===== src/rtl/uart_tx_fifo_pkg.sv =====
// Shared definitions for the UART transmit FIFO.
//  - default data/address widths
//  - FSM state encoding for the transmit launcher
package uart_tx_fifo_pkg;

    localparam int DBIT_DEF = 8;
    localparam int ABIT_DEF = 4;

    typedef enum logic {
        ST_IDLE = 1'b0,
        ST_BUSY = 1'b1
    } tx_state_t;

endpackage


===== src/rtl/uart_tx_fifo_regfile.sv =====
// fifo_regfile: 2**ABIT x DBIT storage array for the transmit FIFO.
// Ports:
//  clk     in   clock, write on rising edge
//  we      in   write enable
//  w_addr  in   write address (ABIT)
//  w_data  in   write data (DBIT)
//  r_addr  in   read address (ABIT)
//  r_data  out  combinational read of the entry at r_addr (DBIT)
module fifo_regfile #(
    parameter int DBIT = 8,
    parameter int ABIT = 4
) (
    input  logic            clk,
    input  logic            we,
    input  logic [ABIT-1:0] w_addr,
    input  logic [DBIT-1:0] w_data,
    input  logic [ABIT-1:0] r_addr,
    output logic [DBIT-1:0] r_data
);

    logic [DBIT-1:0] mem [2**ABIT];

    // Contents need no reset: the count/flag logic never exposes a stale entry.
    always_ff @(posedge clk) begin
        if (we)
            mem[w_addr] <= w_data;
    end

    assign r_data = mem[r_addr];

endmodule


===== src/rtl/uart_tx_fifo.sv =====
// uart_tx_fifo: transmit-side byte buffer in front of a UART transmitter.
// Bytes written on wr are queued; one tx_start is issued per byte and the
// next byte waits for the transmitter's tx_done_tick.
// Ports:
//  clk           in   system clock
//  reset         in   synchronous, active-high
//  wr            in   write strobe
//  w_data        in   byte to queue (DBIT)
//  tx_done_tick  in   transmitter finished the current byte
//  tx_start      out  one-cycle launch pulse
//  tx_data       out  byte in flight, held until the next launch (DBIT)
//  full          out  FIFO holds 2**ABIT bytes
//  empty         out  FIFO holds no bytes
//  overflow      out  sticky: a write was dropped while full
module uart_tx_fifo
    import uart_tx_fifo_pkg::*;
#(
    parameter int DBIT = DBIT_DEF,
    parameter int ABIT = ABIT_DEF
) (
    input  logic            clk,
    input  logic            reset,
    input  logic            wr,
    input  logic [DBIT-1:0] w_data,
    input  logic            tx_done_tick,
    output logic            tx_start,
    output logic [DBIT-1:0] tx_data,
    output logic            full,
    output logic            empty,
    output logic            overflow
);

    localparam int DEPTH = 2**ABIT;

    tx_state_t       state;
    logic [ABIT-1:0] wr_ptr, rd_ptr;
    logic [ABIT:0]   count, count_next;
    logic [DBIT-1:0] rd_data;
    logic            push, pop;

    // full is the registered flag, so a write in the same cycle as a pop
    // from a full FIFO is still dropped.
    assign push = wr && !full;
    assign pop  = (state == ST_IDLE) && !empty;

    always_comb begin
        count_next = count;
        case ({push, pop})
            2'b10:   count_next = count + 1'b1;
            2'b01:   count_next = count - 1'b1;
            default: count_next = count;
        endcase
    end

    fifo_regfile #(.DBIT(DBIT), .ABIT(ABIT)) u_regfile (
        .clk    (clk),
        .we     (push),
        .w_addr (wr_ptr),
        .w_data (w_data),
        .r_addr (rd_ptr),
        .r_data (rd_data)
    );

    always_ff @(posedge clk) begin
        if (reset) begin
            state    <= ST_IDLE;
            wr_ptr   <= '0;
            rd_ptr   <= '0;
            count    <= '0;
            full     <= 1'b0;
            empty    <= 1'b1;
            overflow <= 1'b0;
            tx_start <= 1'b0;
            tx_data  <= '0;
        end else begin
            count <= count_next;
            full  <= (count_next == DEPTH[ABIT:0]);
            empty <= (count_next == '0);
            if (push)
                wr_ptr <= wr_ptr + 1'b1;
            if (wr && full)
                overflow <= 1'b1;

            case (state)
                ST_IDLE: begin
                    tx_start <= 1'b0;
                    if (pop) begin
                        tx_start <= 1'b1;
                        tx_data  <= rd_data;
                        rd_ptr   <= rd_ptr + 1'b1;
                        state    <= ST_BUSY;
                    end
                end
                ST_BUSY: begin
                    tx_start <= 1'b0;
                    if (tx_done_tick)
                        state <= ST_IDLE;
                end
                default: begin
                    tx_start <= 1'b0;
                    state    <= ST_IDLE;
                end
            endcase
        end
    end

endmodule

===== config.mk =====
export PLATFORM = sky130hd
export DESIGN_NAME = uart_tx_fifo
export DESIGN_NICKNAME = d
export VERILOG_FILES = /design/src/rtl/uart_tx_fifo_pkg.sv /design/src/rtl/uart_tx_fifo_regfile.sv /design/src/rtl/uart_tx_fifo.sv
export SDC_FILE = /design/constraint.sdc
export NUM_CORES = 1
export LEC_CHECK = 0
export ABC_AREA = 1
export ABC_CLOCK_PERIOD_IN_PS = 3200
export BUFFER_PORTS_ARGS = -buffer_cell sky130_fd_sc_hd__buf_4
export CORE_MARGIN = 2
export CORE_UTILIZATION = 55
export DETAILED_ROUTE_END_ITERATION = 12
export GPL_TIMING_DRIVEN = 0
export PLACE_DENSITY = 0.72
export SLEW_MARGIN = 20
export SYNTH_ARGS = -nofsm -noshare
export SYNTH_HDL_FRONTEND = slang
export SYNTH_SLANG_ARGS = --single-unit

===== constraint.sdc =====
create_clock -name clk -period 3.2 [get_ports clk]
set_clock_uncertainty 0.2 [all_clocks]
set_input_delay 0.32 -clock clk [delete_from_list [all_inputs] [get_ports clk]]
set_output_delay 0.32 -clock clk [all_outputs]
set_load 0.005 [all_outputs]

==> results of run 1 <==
[path summary, 6_finish.rpt]
path | startpoint | end | slack [ns] | cells after the start
min reg2reg | state | state | 0.27 | 2
max | empty | empty | 0.44 | 17
min | w_data[3] | u_regfile.mem[11][3] | 0.04 | 1
max reg2reg | empty | empty | 0.44 | 17
[what timing repair did]
action | CTS | global route
hold endpoints to repair | 19 | 0
hold buffers | 4 | 0
resized for setup | 0 | 0
[layer usage]
metal / wire length [µm] / share of wire [%]
met5: 0 / 0
met3: 1130 / 7.6
met1: 6210 / 42
met2: 6940 / 47
met4: 604 / 4.1
[cells in the final DEF (no fill, tap or decap)]
| cell | count |
|---|---|
| buf_2 | 14 |
| buf_4 | 23 |
| bufinv_16 | 1 |
| inv_1 | 25 |
| a21oi_1 | 11 |
| o211ai_1 | 8 |
| clkbuf_16 | 17 |
| inv_6 | 6 |
| o21ai_1 | 2 |
| nor2_2 | 2 |
| nand3_1 | 115 |
| o21bai_2 | 1 |
| inv_8 | 3 |
| nor4_1 | 1 |
| clkbuf_1 | 2 |
| nor2_1 | 29 |
| ha_1 | 8 |
| xor2_1 | 1 |
| buf_1 | 1 |
| nand2_1 | 195 |
| clkinv_4 | 3 |
| edfxtp_1 | 128 |
| dfxtp_1 | 26 |
| inv_2 | 8 |
| clkinvlp_4 | 1 |
| nand4_1 | 2 |
| clkinv_2 | 1 |
| o21ai_0 | 5 |
| dlygate4sd3_1 | 4 |
| nor3_1 | 2 |
| buf_6 | 12 |
[report_power, final]
group          total (mW)  leakage [nW]  switching, mW  internal, mW
Combinational        1.78          1.25           1.16         0.627
Clock                1.97         0.285          0.873          1.10
Sequential           2.39          1.37         0.0825          2.31
Total                6.15          2.90           2.11          4.03
[state kept, by name (all words and copies together), names as in the netlist]
signal and count:
u_regfile.mem 128, tx_data 8, count 5, rd_ptr 4, wr_ptr 4, empty 1
full 1, overflow 1, state 1, tx_start 1
[final cells by class]
type	count	area [µm²]	area share, %
sequential	154	4360	58.9
multi-input combinational	382	1730	23.3
clock buffer	17	425	5.75
buffer	29	216	2.92
timing repair buffer	27	213	2.87
tap	143	179	2.42
clock inverter	15	155	2.10
inverter	33	124	1.67
[cell families (layout without fill, tap and decap cells)]
logic type | after synthesis | in the layout | synth area share, %
xor gates and xnor gates | 1 | 1 | 0.136
buffers and inverters | 62 | 121 | 5.29
DFF | 154 | 154 | 67.8
adders and majority gates | 8 | 8 | 1.56
and+or+nand+nor | 346 | 346 | 22.7
AOI/OAI and AO/OA | 27 | 27 | 2.51
==> qor.yml, run 1 <==
finish:
  fin_area_mm2: 0.00740
  fin_util_pct: 64.8
  layout.cells.non_filler: 800
  nFillCells: 880
  area_delta_synth_final_pct: 15.1
  nNetsFinal: 664
  antenna_cells: 0
  drive_gt1_share_pct: 14.0
setup_path:
  required_ns: 3.37
  critPathArrivalTime_ns: 2.93
  slowest_delay_ns: 0.33
  worstSetupEndpointType: "register"
  critPathMaxFanout: 11
  cpLargestDelayFamily: "simple AND/OR/NAND/NOR gates"
  cp_num_buf_inv: 5
  start_kind: "register"
  critPathKind: "reg2reg"
  path_cells: "nor2_1, buf_2, buf_2, ha_1, nand2_1, inv_1, nor2_1, ha_1, inv_1, nand2_1, inv_1, nand2_1, nand3_1, nand2_1, nor2_1, nand3_1, o21bai_2"
  timing.critical_path.slowest_stage_cell: "ha_1"
  crit_top_cell: "nand2_1"
placement:
  dp_hpwl_mm: 9.87
  dpl_cell_area_mm2: 0.00678
  dp_cells: 764
  dpl_worst_slack_ns: 0.520
  io_buffers: 23
  place_congestion: 0.873
global_routing:
  grt_use_total_pct: 25.2
  antenna_found_initial: 0
  met3_usage_pct: 6.59
  overflow: 0
  grt_pass1_vias: 4521
  grt_pass1_wl_mm: 23.6
  grt-busiest-layer: "met2"
  use_met1_pct: 33.0
  grt_max_degree: 17
  grt_use_met2_pct: 39.0
logic_synthesis:
  ys_warn_count: 0
  async_flop_share_pct: 0
  synth_area_mm2: 0.00643
  ys_ff_latch: 154
  syn_nets: 618
  synth_common_cells: "nand2_1, edfxtp_1, nand3_1"
  synth_edf_count: 128
  synthCells: 598
  synth_top_cell_by_area: "edfxtp_1"
  synth_area_leaders: "edfxtp_1, nand2_1, nand3_1, dfxtp_1, buf_6"
  synth_top_flop_cell: "edfxtp_1"
  yosysSeqAreaShare_pct: 67.8
  synth_top_area_share_pct: 59.8
  yosysMostFrequentCell: "nand2_1"
  synth.distinct_cells: 22
  syn_area_per_cell_um2: 10.8
routing:
  drt_wl_total_mm: 14.9
  wl_per_cell_um: 18.6
  viasPerCell: 5.68
  ant_nets: 0
  vias: 4546
  drc_errors: 0
  drt_iter0_drc: 481
  drt_pre_antenna_iters: 5
timing:
  setup_tns_ns: 0
  finalMaxSlewViolations: 0
  timing.hold.ws_ns: 0.0377
  period_minus_slack_ns: 2.76
  fmax_mhz: 362
  slew-limit-headroom_pct: 40.6
  final-setup-viol-count: 0
  rsz0062_at_grt: "no"
  hold_violations: 0
  worst_slack_ns: 0.437
  period_share_pct: 86.3
  worstMarginPinSlew_ns: 0.888
clock_network:
  worstSkewPairLatency_ns: 0.43
  post_cts_buffers: 0
  numCtsBuffers: 17
  clock-sinks: 154
  cts_buffer_depth: 2
  htreeDepth: 4
  clockRootBuffer: "clkbuf_16"
  cts_tree: "yes"
  clkTransAtPathRegs_ns: 0.07
floorplanning:
  core_area_mm2: 0.0114
  fp-row-count: 39
  fp.dieW_um: 112
  fp.dieArea_mm2: 0.0126
  pin_count: 24
  start_util_pct: 56.3
  die_h_um: 112
power_and_ir_drop:
  leakagePower_nw: 2.90
  p_per_area_mw_per_mm2: 830
  irDropWorstVdd_v: 0.000587
  power_mw: 6.15
run:
  drv_cap: 0
run_status:
  status: "finished, final reports clean"
hold_path:
  hp-class: "in2reg"
Note: power is estimated with default switching activity, not from simulation.
==> inputs of run 2 (changes only) <==
Settings changed: ABC_AREA 1 to unset.
==> run 2 against run 1 <==
Against the previous run:
- non-clock buffer count fell by 14
- worst hold slack got worse by 0.019 ns
- design area fell by 3.6%
- setup slack got worse by 0.30 ns
- combinational power fell by 38%
- clock power fell by 6%
- clock-buffer cell count rose by 3
==> qor.yml, run 2 <==
timing:
  period_share_pct: 95.7  # +9.4 points
  finalMaxSlewViolations: 0  # unchanged
  slew-limit-headroom_pct: 44.3  # +3.8 points
  fmax_mhz: 326  # -9.8%
  worstMarginPinSlew_ns: 0.832  # -0.0563 ns
  final-setup-viol-count: 0  # unchanged
  worst_slack_ns: 0.137  # -0.300 ns
  period_minus_slack_ns: 3.06  # +0.300 ns
  hold_violations: 0  # unchanged
finish:
  most-common-layout-cells: "edfxtp_1, nor2_1, dfxtp_1"
  nNetsFinal: 405  # -39%
  fin_area_mm2: 0.00714  # -3.6%
  drive_gt1_share_pct: 23.1  # +9.1 points
  fin_util_pct: 65.3  # +0.44 points
  top_register: "u_regfile.mem"
  antenna_cells: 0  # unchanged
  mostFrequentLayoutCell: "edfxtp_1"
  top_regs: "u_regfile.mem x128, tx_data x8, count x5"
  largest_reg_flops: 128  # unchanged
  area_delta_synth_final_pct: 15.0  # about the same
clock_network:
  htreeDepth: 4  # unchanged
  clkTransAtPathRegs_ns: 0.06  # about the same
  numCtsBuffers: 17  # unchanged
  cts_tree: "yes"
  clockRootBuffer: "clkbuf_16"
  clock-sinks: 154  # unchanged
  cts_buffer_depth: 2  # unchanged
  worstSkewPairLatency_ns: 0.42  # about the same
  post_cts_buffers: 0  # unchanged
setup_path:
  required_ns: 3.31  # -0.06 ns
  start_kind: "primary input"
  critPathArrivalTime_ns: 3.17  # +0.24 ns
  critPathKind: "in2reg"
  timing.critical_path.slowest_stage_cell: "dlygate4sd3_1"
  cp_num_buf_inv: 4  # -1
  slowest_delay_ns: 0.54  # +0.21 ns
  critPathMaxFanout: 9  # -2
  path_cells: "dlygate4sd3_1, buf_4, nor2b_1, clkbuf_2, inv_1, ha_2, xor2_1, ha_1, mux2_2, o21ai_1, nand3_1, xor2_2, and4bb_2"
  worstSetupEndpointType: "register"
  cpLargestDelayFamily: "buffers and inverters"
power_and_ir_drop:
  leakagePower_nw: 2.42  # -17%
  irDropWorstVdd_v: 0.000563  # -4.2%
  p_per_area_mw_per_mm2: 750  # -9.6%
logic_synthesis:
  synth_top_flop_cell: "edfxtp_1"
  synthCells: 342  # -43%
  yosysMostFrequentCell: "edfxtp_1"
  yosysSeqAreaShare_pct: 70.3  # +2.5 points
  synth_area_leaders: "edfxtp_1, dfxtp_1, mux4_1, mux4_2, nor2_1"
  synth_top_cell_by_area: "edfxtp_1"
  async_flop_share_pct: 0  # unchanged
  syn_nets: 362  # -41%
  synth_common_cells: "edfxtp_1, nor2_1, dfxtp_1"
  ys_warn_count: 0  # unchanged
  synth_area_mm2: 0.00621  # -3.5%
  synth_top_area_share_pct: 61.9  # +2.2 points
  synth.distinct_cells: 44  # +100%
  synth_edf_count: 128  # unchanged
  syn_area_per_cell_um2: 18.1  # +69%
  ys_ff_latch: 154  # unchanged
floorplanning:
  pin_count: 24  # unchanged
  fp.dieArea_mm2: 0.0122  # -3.4%
  fp-row-count: 38  # -2.6%
  fp.dieW_um: 110  # -1.7%
  die_h_um: 110  # -1.7%
  start_util_pct: 56.8  # +0.43 points
  core_area_mm2: 0.0109  # -4.2%
routing:
  drc_errors: 0  # unchanged
  vias: 3196  # -30%
  drt_wl_total_mm: 11.9  # -20%
  ant_nets: 0  # unchanged
  drt_iter0_drc: 271  # -44%
  drt_pre_antenna_iters: 4  # -1
  wl_per_cell_um: 22.1  # +19%
  viasPerCell: 5.94  # +4.5%
global_routing:
  grt_max_degree: 17  # unchanged
  antenna_found_initial: 0  # unchanged
  grt_use_total_pct: 21.5  # -3.6 points
  overflow: 0  # unchanged
  grt_pass1_vias: 3141  # -31%
  grt_pass1_wl_mm: 17.9  # -24%
placement:
  io_buffers: 23  # unchanged
  dpl_cell_area_mm2: 0.00658  # -3.1%
  dp_hpwl_mm: 7.40  # -25%
  place_congestion: 0.756  # -13%
  dpl_worst_slack_ns: 0.130  # -0.390 ns
run:
  drv_cap: 0  # unchanged
run_status:
  status: "finished, final reports clean"
hold_path:
  hp-class: "in2reg"
-- run 2: changes by cell type after synthesis, sizes merged, moves of 9 or more --
cell    delta
nand2    -184
nand3    -114
mux4      +32
o22ai      +9
nand2b    +11
inv       -26
buf       -18
-- run 2: area by class of cell --
cell class,instances,area [µm²]
flip-flops and latches,154,4360
inverters,7,26.3
multi-input cells,163,1670
repair buffers,24,183
well taps,140,175
clock buffers,20,437
clock inverters,12,106
plain buffers,18,179
fillers,730,3800
-- run 2: worst register-to-register path: cells and delay by family, from the launching register on --
kind	cells	cell delay (ns)
AO/OA/AOI/OAI	1	0.12
AND/OR/NAND/NOR	3	0.75
XOR/XNOR	2	0.40
multiplexers	1	0.34
flip-flops	1	0.33
adder cells (fa/ha/maj)	2	0.46
buffers and inverters	1	0.21
-- run 2: logic make-up (layout without fill, tap and decap cells) --
logic type / Yosys count / in the layout / synth area share [%]
XOR/XNOR: 10 / 10 / 1.41
multiplexers: 35 / 35 / 13.0
AO/OA/AOI/OAI: 41 / 41 / 4.82
AND/OR/NAND/NOR: 69 / 69 / 5.54
adder cells (fa/ha/maj): 8 / 8 / 1.61
buffers and inverters: 25 / 81 / 3.29
flip-flops: 154 / 154 / 70.3
-- run 2: power breakdown --
part / leakage, nW / switching [mW] / internal [mW]
clock network: 0.265 / 0.733 / 1.13
registers: 1.37 / 0.0920 / 2.30
logic: 0.789 / 0.538 / 0.563
total: 2.42 / 1.36 / 3.99
-- run 2: per-layer routing --
layer | routed length [µm] | track usage [%] | vias up
met1 | 5220 | 28.9 | 1653
li1 | - | - | 1451
met5 | 0 | 0 | -
met2 | 5980 | 34.8 | 78
met4 | 198 | 7.59 | 0
met3 | 476 | 5.17 | 14
-- run 2: final timing paths --
| path | startpoint | endpoint | slack, ns | depth (start not counted) |
|---|---|---|---|---|
| max | wr | full | 0.14 | 13 |
| min | tx_done_tick | state | 0.02 | 4 |
| max reg2reg | state | full | 0.26 | 10 |
| min reg2reg | overflow | overflow | 0.27 | 2 |
-- run 2: repair_timing --
item                                    in CTS  in global routing
hold endpoints to repair                     1                  0
endpoints found under the setup margin       0                  3
hold buffers                                 1                  0
gates resized for setup                      0                  5
-- run 2: metrics by stage --
| stage | std cells | setup TNS, ns | total power, mW | hold slack [ns] |
|---|---|---|---|---|
| after global placement | 505 | 0 | 3.49 | 0.252 |
| after CTS | 538 | 0 | 5.38 | 0.00684 |
| after global routing | 538 | -0.0209 | 5.58 | 0.0278 |
| after detailed placement | 505 | 0 | 3.52 | 0.261 |
| final | 538 | 0 | 5.35 | 0.0183 |
| after floorplan | 342 | 0 | 3.21 | 0.219 |
==> inputs of run 3 (changes only) <==
Settings changed: ABC_CLOCK_PERIOD_IN_PS 3200 to 3100, CORE_MARGIN 2 to unset.
Clock period 3.2 ns to 3.1 ns, I/O delays scaled along.
==> run 3 against run 2 <==
Against the previous run:
- sequential share of layout area is 0.76 points lower
- register-to-register slack barely moved
- die area is 3.6% lower
- clock-buffer cell count is 2 lower
- sequential power is 3% higher
- worst hold slack lost 0.0049 ns
- critical path depth is 3 lower
- non-clock buffer count grew 3
- clock power increased by 14%
- critical endpoint unchanged
- largest cell class unchanged
==> qor.yml, run 3 (synthesis results as in run 2) <==
run_status:
  status: "finished, final reports clean"
routing:
  viasPerCell: 5.87  # -1.2%
  drt_iter0_drc: 178  # -34%
  drc_errors: 0  # unchanged
  vias: 3174  # -0.69%
  ant_nets: 0  # unchanged
  drt_pre_antenna_iters: 5  # +1
  wl_per_cell_um: 21.4  # -2.9%
  drt_wl_total_mm: 11.6  # -2.4%
clock_network:
  post_cts_buffers: 0  # unchanged
  clock-sinks: 154  # unchanged
  clkTransAtPathRegs_ns: 0.06  # about the same
  numCtsBuffers: 17  # unchanged
  cts_buffer_depth: 2  # unchanged
  worstSkewPairLatency_ns: 0.43  # about the same
  cts_tree: "yes"
  htreeDepth: 4  # unchanged
  clockRootBuffer: "clkbuf_16"
timing:
  rsz0062_at_grt: "no"
  final-setup-viol-count: 0  # unchanged
  worstMarginPinSlew_ns: 0.864  # +0.0322 ns
  period_minus_slack_ns: 2.83
  finalMaxSlewViolations: 0  # unchanged
  hold_violations: 0  # unchanged
  slew-limit-headroom_pct: 42.2  # -2.2 points
  fmax_mhz: 353
  worst_slack_ns: 0.269  # +0.132 ns
  period_share_pct: 91.3
  setup_tns_ns: 0  # unchanged
finish:
  drive_gt1_share_pct: 23.7  # +0.58 points
  top_regs: "u_regfile.mem x128, tx_data x8, count x5"
  antenna_cells: 0  # unchanged
  mostFrequentLayoutCell: "edfxtp_1"
  most-common-layout-cells: "edfxtp_1, nor2_1, dfxtp_1"
  fin_util_pct: 66.1  # +0.82 points
  nNetsFinal: 408  # +0.74%
  top_register: "u_regfile.mem"
  area_delta_synth_final_pct: 16.5
  largest_reg_flops: 128  # unchanged
placement:
  place_congestion: 0.752  # -0.50%
  dp_hpwl_mm: 7.36  # -0.46%
  io_buffers: 23  # unchanged
  dpl_worst_slack_ns: 0.0199  # -0.110 ns
hold_path:
  worstHoldStart: "w_data[2]"
  hold_path_end: "u_regfile.mem[6][2]"
  min_path_cells: 1  # -3
  hp-class: "in2reg"
power_and_ir_drop:
  power.internal_mw: 4.29  # +7.5%
  leakagePower_nw: 2.45  # +1.2%
  combPwrFrac_pct: 19.8  # -0.7 points
  clkPwrFrac_pct: 37.0  # +2.3 points
  p_per_area_mw_per_mm2: 792  # +5.6%
  power_frac_seq_pct: 43.1  # -1.6 points
  sw_frac_of_total_pct: 25.1  # -0.35 points
  switching_power_mw: 1.44  # +5.5%
  irDropWorstVdd_v: 0.000587  # +4.3%
global_routing:
  grt_max_degree: 17  # unchanged
  antenna_found_initial: 0  # unchanged
  grt_pass1_vias: 3179  # +1.2%
  overflow: 0  # unchanged
  grt_use_total_pct: 21.9  # +0.42 points
  grt_pass1_wl_mm: 17.7  # -0.81%
setup_path:
  critPathMaxFanout: 11  # +2
  worstSetupEndpointType: "register"
  rrSetupSlack_ns: 0.27  # about the same
  critPathKind: "reg2reg"
  required_ns: 3.21  # -0.10 ns
  r2r_cells: 10  # unchanged
  start_kind: "register"
  critPathArrivalTime_ns: 2.94  # -0.23 ns
  worstReg2RegEnd: "full"
  reg2reg_from: "state"
floorplanning:
  fp-row-count: 38  # unchanged
  die_h_um: 108  # -1.8%
  fp.dieArea_mm2: 0.0117  # -3.6%
  core_area_mm2: 0.0109  # unchanged
  fp.dieW_um: 108  # -1.8%
  start_util_pct: 56.8  # unchanged
  pin_count: 24  # unchanged
run:
  drv_cap: 0  # unchanged
-- run 3: cell count changes in the layout (fill, tap and decap cells not counted), moves of 2 or more --
cell	before	now
clkinv_2	4	1
dlygate4sd3_1	1	4
bufinv_16	2	4
clkbuf_1	6	4
clkinvlp_4	1	4
-- run 3: worst max-delay path by stage --
| stage | from | end | slack, ns | depth (start not counted) |
|---|---|---|---|---|
| 2_1_floorplan | wr | full | 0.41 | 11 |
| 3_3_place_gp | wr | full | 0.07 | 12 |
| 3_5_place_dp | wr | full | 0.02 | 12 |
| 4_1_cts | full | full | 0.08 | 11 |
| 5_1_grt | state | full | 0.04 | 10 |
| 6_report | state | full | 0.27 | 10 |
-- run 3: critical path: stages, from the launching register on --
cell	delay, ns
dfxtp_1	0.34
nor2_2	0.26
buf_6	0.19
ha_2	0.25
xor2_1	0.17
ha_1	0.21
mux2_2	0.34
o21ai_0	0.14
nand3_1	0.11
xor2_1	0.24
and4bb_2	0.27
-- run 3: power by group through the flow --
| stage | clock network, mW | logic, mW | registers (mW) |
|---|---|---|---|
| after CTS | 2.15 | 1.14 | 2.47 |
| after floorplan | 0 | 0.815 | 2.49 |
| after global placement | 0 | 1.11 | 2.50 |
| after global routing | 2.23 | 1.24 | 2.49 |
| after detailed placement | 0 | 1.14 | 2.51 |
| final | 2.12 | 1.14 | 2.47 |
-- run 3: repair_timing --
item | 4_1_cts | 5_1_grt
hold buffers | 4 | 0
setup endpoints to repair | 0 | 2
resized for setup | 0 | 4
endpoints found under the hold margin | 28 | 0
-- run 3: area by class of cell --
class	instances	area (µm²)
clock buffer	18	429
multi-input combinational	163	1660
fill	750	3710
clock inverter	14	179
inverter	7	26.3
buffer	18	179
sequential	154	4360
timing repair buffer	27	213
tap	140	175
-- run 3: layer usage --
layer / global-route usage, % / vias up / routed length [µm]
met5: 0 / - / 0
li1: - / 1457 / -
met3: 4.52 / 30 / 517
met4: 12.2 / 0 / 328
met2: 33.1 / 96 / 5560
met1: 30.1 / 1591 / 5180
-- run 3: metrics by stage --
step	instance area, µm²	instances	total power [mW]	hold WS [ns]
after global placement	6560	505	3.61	0.251
after CTS	7220	541	5.76	0.000213
after global routing	7230	541	5.96	0.00888
after detailed placement	6580	505	3.65	0.268
after floorplan	6210	342	3.31	0.209
final	7230	541	5.73	0.0134
